File: src/rtl/ula_arbitro.sv
// Two-requester arbiter in front of the shared 8-bit ALU.
// Define PRIORIDADE_FIXA_EN for fixed priority (req0 wins ties); default is round-robin.
module ula_arbitro #(
  parameter int LARGURA    = 8,
  parameter int OP_LARGURA = 3
) (
  input  logic                  clock,
  input  logic                  reset,
  input  logic                  req0_valido,
  output logic                  req0_pronto,
  input  logic [LARGURA-1:0]    req0_a,
  input  logic [LARGURA-1:0]    req0_b,
  input  logic [OP_LARGURA-1:0] req0_op,
  output logic                  resp0_valido,
  input  logic                  resp0_aceito,
  output logic [LARGURA-1:0]    resp0_resultado,
  output logic                  resp0_zero,
  input  logic                  req1_valido,
  output logic                  req1_pronto,
  input  logic [LARGURA-1:0]    req1_a,
  input  logic [LARGURA-1:0]    req1_b,
  input  logic [OP_LARGURA-1:0] req1_op,
  output logic                  resp1_valido,
  input  logic                  resp1_aceito,
  output logic [LARGURA-1:0]    resp1_resultado,
  output logic                  resp1_zero,
  output logic [LARGURA-1:0]    ula_entrada1,
  output logic [LARGURA-1:0]    ula_entrada2,
  output logic [OP_LARGURA-1:0] ula_sinal,
  input  logic [LARGURA-1:0]    ula_saida,
  input  logic                  ula_zero
);

  typedef enum logic [1:0] {
    OCIOSO,
    EMISSAO,
    RESPOSTA
  } estado_t;

  estado_t estado_q;
  logic    dono_q;
  logic    gnt1;
  logic    ocioso;
  logic    aceita;
  logic    ack;

`ifndef PRIORIDADE_FIXA_EN
  logic    ultimo_q;
`endif

  always_comb begin
    ocioso = (estado_q == OCIOSO);
`ifdef PRIORIDADE_FIXA_EN
    gnt1 = req1_valido & ~req0_valido;
`else
    // on a tie the requester not served last wins
    gnt1 = req1_valido & (~req0_valido | ~ultimo_q);
`endif
    req0_pronto = ocioso & req0_valido & ~gnt1;
    req1_pronto = ocioso & gnt1;
    aceita      = req0_pronto | req1_pronto;
    ack         = dono_q ? (resp1_aceito & resp1_valido)
                         : (resp0_aceito & resp0_valido);
  end

  always_ff @(posedge clock or posedge reset) begin
    if (reset) begin
      estado_q        <= OCIOSO;
      dono_q          <= 1'b0;
`ifndef PRIORIDADE_FIXA_EN
      ultimo_q        <= 1'b1;
`endif
      ula_entrada1    <= '0;
      ula_entrada2    <= '0;
      ula_sinal       <= '0;
      resp0_valido    <= 1'b0;
      resp0_resultado <= '0;
      resp0_zero      <= 1'b0;
      resp1_valido    <= 1'b0;
      resp1_resultado <= '0;
      resp1_zero      <= 1'b0;
    end else begin
      unique case (estado_q)
        OCIOSO: begin
          if (aceita) begin
            ula_entrada1 <= gnt1 ? req1_a  : req0_a;
            ula_entrada2 <= gnt1 ? req1_b  : req0_b;
            ula_sinal    <= gnt1 ? req1_op : req0_op;
            dono_q       <= gnt1;
`ifndef PRIORIDADE_FIXA_EN
            ultimo_q     <= gnt1;
`endif
            estado_q     <= EMISSAO;
          end
        end
        EMISSAO: begin
          // ALU output settled on the falling edge mid-cycle
          if (dono_q) begin
            resp1_resultado <= ula_saida;
            resp1_zero      <= ula_zero;
            resp1_valido    <= 1'b1;
          end else begin
            resp0_resultado <= ula_saida;
            resp0_zero      <= ula_zero;
            resp0_valido    <= 1'b1;
          end
          estado_q <= RESPOSTA;
        end
        RESPOSTA: begin
          if (ack) begin
            resp0_valido <= 1'b0;
            resp1_valido <= 1'b0;
            estado_q     <= OCIOSO;
          end
        end
        default: estado_q <= OCIOSO;
      endcase
    end
  end

endmodule

File: config.mk
export PLATFORM = sky130hd
export DESIGN_NAME = ula_arbitro
export DESIGN_NICKNAME = d
export VERILOG_FILES = /design/src/rtl/ula_arbitro.sv
export SDC_FILE = /design/constraint.sdc
export NUM_CORES = 1
export LEC_CHECK = 0
export CAP_MARGIN = 0
export CORE_MARGIN = 2
export CORE_UTILIZATION = 56
export CTS_CLUSTER_DIAMETER = 100
export DETAILED_ROUTE_END_ITERATION = 10
export DONT_BUFFER_PORTS = 1
export PLACE_DENSITY = 0.82
export SETUP_SLACK_MARGIN = 0.1
export SLEW_MARGIN = 20
export SYNTH_ARGS = -nofsm -noshare
export SYNTH_HDL_FRONTEND = slang
export SYNTH_SLANG_ARGS = --single-unit
File: constraint.sdc
create_clock -name clock -period 1.75 [get_ports clock]
set_clock_uncertainty 0.2 [all_clocks]
set_input_delay 0.525 -clock clock [delete_from_list [all_inputs] [get_ports clock]]
set_output_delay 0.525 -clock clock [all_outputs]
set_load 0.05 [all_outputs]
==> Word level (Yosys, flattened, before mapping) <==
Cells that the tools add are included.
{ "totals": {"reg_bits": 43, "latchBits": 0, "mem_bits_rw": 0, "romBits": 0, "in_bits": 53, "out_inout_bits": 41, "n_memories": 0} }
{ "op_classes": {"n_addsub": 0, "multipliers": 0, "div_mod_pow": 0, "n_lt_le_gt_ge": 0, "n_eq_ne": 6, "shift": 0, "n_mux": 12, "bitwise": 12, "n_reduce_logical": 8} }
{ "ops": {"columns": ["operator", "count"], "rows": [
  ["$mux 8", 2],
  ["$reduce_and 2->1", 4],
  ["$and 1x1->1", 6],
  ["$ne 2x2->1 const B", 3],
  ["$pmux 2 s3", 1],
  ["$reduce_and 3->1", 2],
  ["$mux 1", 4],
  ["$mux 2", 2],
  ["$not 1->1", 4],
  ["$pmux 1 s2", 2],
  ["$mux 3", 1],
  ["$eq 2x1->1 const B", 1],
  ["$eq 2x2->1 const B", 1],
  ["$logic_not 2->1", 1],
  ["$ne 2x1->1 const B", 1],
  ["$or 1x1->1", 2],
  ["$reduce_bool 2->1", 1]
]} }

==> Logic depth before layout (Yosys ltp) <==
{ "depth": {"ltp_word": 8, "ltp_mapped": 4} }

==> Worst setup path after synthesis <==
Ideal clock, no wire load.
{ "synth_timing": {"kind": "in2out", "startpoint": "in req1_valido", "endpoint": "out req0_pronto", "arrival_ps": 1488, "path_slack_ps": -463, "cell_stages": 3, "path_buffers": 1, "path_cell_list": "a21boi_2 > buf_6 > nor2_1"} }
{ "synth_between": {"elab_chain_len": 3} }
{ "synth_rtl": {"columns": ["element", "line", "rtl"], "rows": [
  ["from (decl)", "18", "input logic req1_valido,"],
  ["$and 1x1->1", "57", "gnt1 = req1_valido & (~req0_valido | ~ultimo_q);"],
  ["$not 1->1", "59", "req0_pronto = ocioso & req0_valido & ~gnt1;"],
  ["$and 1x1->1", "59", null],
  ["to (decl)", "10", "output logic req0_pronto,"]
]} }
Every way passes these cells.

==> Worst setup path after layout <==
{ "layout_timing": {"startpoint": "reg ultimo_q", "endpoint": "out req0_pronto"} }
{ "layout_between": {"elab_chain_len": 5} }
{ "layout_rtl": {"columns": ["element", "line", "rtl"], "rows": [
  ["from (decl)", "48", "logic ultimo_q;"],
  ["from (signal assigned)", "91", "ultimo_q <= gnt1;"],
  ["$not 1->1", "57", null],
  ["$or 1x1->1", "57", null],
  ["$and 1x1->1", "57", null],
  ["$not 1->1", "59", null],
  ["$and 1x1->1", "59", null]
]} }
Every way passes these cells.

==> results.py <==
metrics = {
    "synth": {
        "synth_area_leaders": "dfrtp_1 (54%), mux2_2 (21%), mux2_4 (14%)",
        "synth-edff-count": 0,
        "netlist_area_um2": 1950,
        "ys_ff_latch": 43,
        "syn_inst": 127,
        "synth_flop_cell": "dfrtp_1",
        "synth_nets": 180,
        "synth_cell_types": 23,
        "yosysTopAreaCellShare_pct": 53.8,
        "ys.warnings.count": 0,
        "post-synth-top-count-cell": "dfrtp_1",
        "seq_area_frac_synth_pct": 55.2,
        "avgSynthCellArea_um2": 15.4,
        "synth_commonest_cells": "dfrtp_1 (42), mux2_2 (37), mux2_4 (18), buf_2 (3), o21ai_0 (3)",
        "synthArstFlopShare_pct": 100,
        "synth_top_area_cell": "dfrtp_1",
    },
    "die": {
        "die_w_um": 63.0,
        "initial_utilization_pct": 58.5,
        "dieHeight_um": 63.0,
        "dieArea_um2": 3970,
        "num_rows": 21,
        "core_area_um2": 3340,
        "io-pin-count": 94,
    },
    "timing": {
        "setup_viol": 20,
        "max-slew-margin-rel_pct": 73.6,
        "post-route-period-util_pct": 117,
        "finalWorstSetupSlack_ns": -0.296,
        "min_period_ns": 2.05,
        "tightest_slew_ns": 0.394,
        "tns_ns": -2.67,
        "finalMaxSlewViolations": 0,
        "hold_viol": 0,
        "rsz0062_at_grt": "true",
        "fmax_mhz": 489,
    },
    "placement": {
        "dp.cells": 175,
        "place_ws_ns": -0.182,
        "gp_congestion": 0.695,
        "place_hpwl_um": 2760,
        "io_buffers": 0,
    },
    "critical_path": {
        "crit_fanout": 2,
        "cp_slowest_cell": "dfstp_2",
        "path_delay_family": "flip-flops",
        "critPathBufInv": 2,
        "max_stage_delay_ns": 0.57,
        "crit_chain": "a21boi_4 -> buf_6 -> nor2_4 -> buf_12",
        "cp.arrival_ns": 1.32,
        "endpoint_kind": "output port",
        "critPathLaunchType": "flip-flop",
        "path_class": "reg2out",
        "worstPathRequired_ns": 1.02,
    },
    "power_and_ir_drop": {
        "p_switching_mw": 0.395,
        "combPwrFrac_pct": 8.7,
        "internal_power_mw": 1.34,
        "p_leak_nw": 1.14,
        "powerDensity_nw_per_um2": 714,
        "ir_worst_vdd_mv": 0.484,
        "p_sw_share_pct": 22.8,
        "clock_power_share_pct": 30.7,
        "pwr-share-seq_pct": 60.6,
    },
    "hold_path": {
        "min_path_type": "in2reg",
    },
    "finish": {
        "final_nets": 204,
        "final_util_pct": 72.7,
        "diodes": 0,
        "drive_gt1_share_pct": 85.5,
        "finalNonFillerCells": 198,
        "syn_to_final_growth_pct": 24.3,
    },
    "grt": {
        "globalRouteOverflowTotal": 0,
        "grtUsageTotal_pct": 19.8,
        "antenna_found_initial": 0,
        "grt_pass1_wl_um": 6020,
        "grt_pass1_vias": 1189,
        "grt_max_degree": 28,
    },
    "clocking": {
        "cts_htree_levels": 2,
        "cts_tree": "done",
        "path_clk_slew_ns": 0.11,
        "clock-sinks": 43,
        "cts-buffers-inserted": 5,
        "clock_path_buffers": 2,
        "clk_latency_ns": 0.35,
        "cts_root_buffer": "clkbuf_4",
    },
    "detailed_routing": {
        "routed_wirelength_um": 4030,
        "postRouteAntennaNets": 0,
        "drc_errors": 0,
        "wire_per_inst_um": 20.3,
        "viasPerCell": 5.68,
        "drt-initial-drc-count": 19,
        "num_vias": 1125,
        "first_pass_iters": 4,
    },
    "run": {
        "maxCapViolCount": 0,
    },
    "status": {
        "violations": "setup timing",
        "run_status": "complete, but fails checks",
    },
}
[per-layer routing]
metal	global-route usage, %	vias up	wire, um
met5	0	-	0
met4	4.17	0	14
met3	7.93	2	336
met2	35.1	51	2130
met1	22.4	573	1540
li1	-	499	-
[stage by stage]
stage / cell area [um^2] / hold slack, ns / power, mW
finish: 2430 / 0.0511 / 1.73
global route: 2430 / 0.0181 / 1.81
CTS: 2320 / 0.0440 / 1.74
detailed placement: 2100 / 0.208 / 1.19
global placement: 2100 / 0.204 / 1.18
floorplan: 1970 / 0.322 / 1.16
[state kept, by name (all words and copies together), names as in the netlist]
signal and count:
dono_q 1, estado_q 2, resp0_resultado 8, resp0_valido 1, resp0_zero 1, resp1_resultado 8, resp1_valido 1, resp1_zero 1
ula_entrada1 8, ula_entrada2 8, ula_sinal 3, ultimo_q 1
[power by group through the flow]
stage	registers (mW)	logic, mW	clock network, mW
6_report	1.05	0.151	0.531
5_1_grt	1.05	0.163	0.594
4_1_cts	1.05	0.145	0.541
3_5_place_dp	1.07	0.119	0
3_3_place_gp	1.07	0.113	0
2_1_floorplan	1.07	0.0979	0
[path summary, 6_finish.rpt]
| path | from | to | slack [ns] | depth (start not counted) |
|---|---|---|---|---|
| worst max-delay path | ultimo_q | req0_pronto | -0.30 | 4 |
| worst min-delay path | req0_valido | ultimo_q | 0.05 | 1 |
| worst max register to register | ultimo_q | ula_entrada1[2] | -0.16 | 6 |
| worst min register to register | estado_q[1] | estado_q[1] | 0.43 | 2 |
| max in group asynchronous | reset | ultimo_q | 0.39 | 3 |
| min in group asynchronous | reset | ula_entrada1[7] | 0.45 | 2 |
[repair_timing]
action	4_1_cts	5_1_grt
setup buffers	3	9
hold buffers	1	0
pin swaps	3	4
gates resized for setup	40	10
endpoints found under the hold margin	16	0
cloned	2	1
endpoints found under the setup margin	60	56
[final cells by class]
class	instances	area (um^2)
multi-input cells	77	862
flip-flops and latches	43	1120
clock buffers	8	68.8
inverters	2	11.3
well taps	46	57.6
repair buffers	22	302
fillers	222	911
[placed cells by master (no fill, tap or decap), drive strengths merged, types with 2 or more instances in the layout]
cell and n:
a21oi 2, buf 20, clkbuf 9, dfrtp 42
mux2 56, nand2 2, nand2b 2, nor2 3
nor2b 2, o21ai 3
[kinds of logic (layout without fill, tap and decap cells)]
logic type | count (synthesis) | after routing | synth area share, %
compound gates | 9 | 9 | 3.01
buf+inv | 7 | 32 | 2.31
flops | 43 | 43 | 55.2
mux | 56 | 56 | 35.8
simple gates | 12 | 12 | 3.72
No activity file was read; power rests on OpenSTA's default activity.
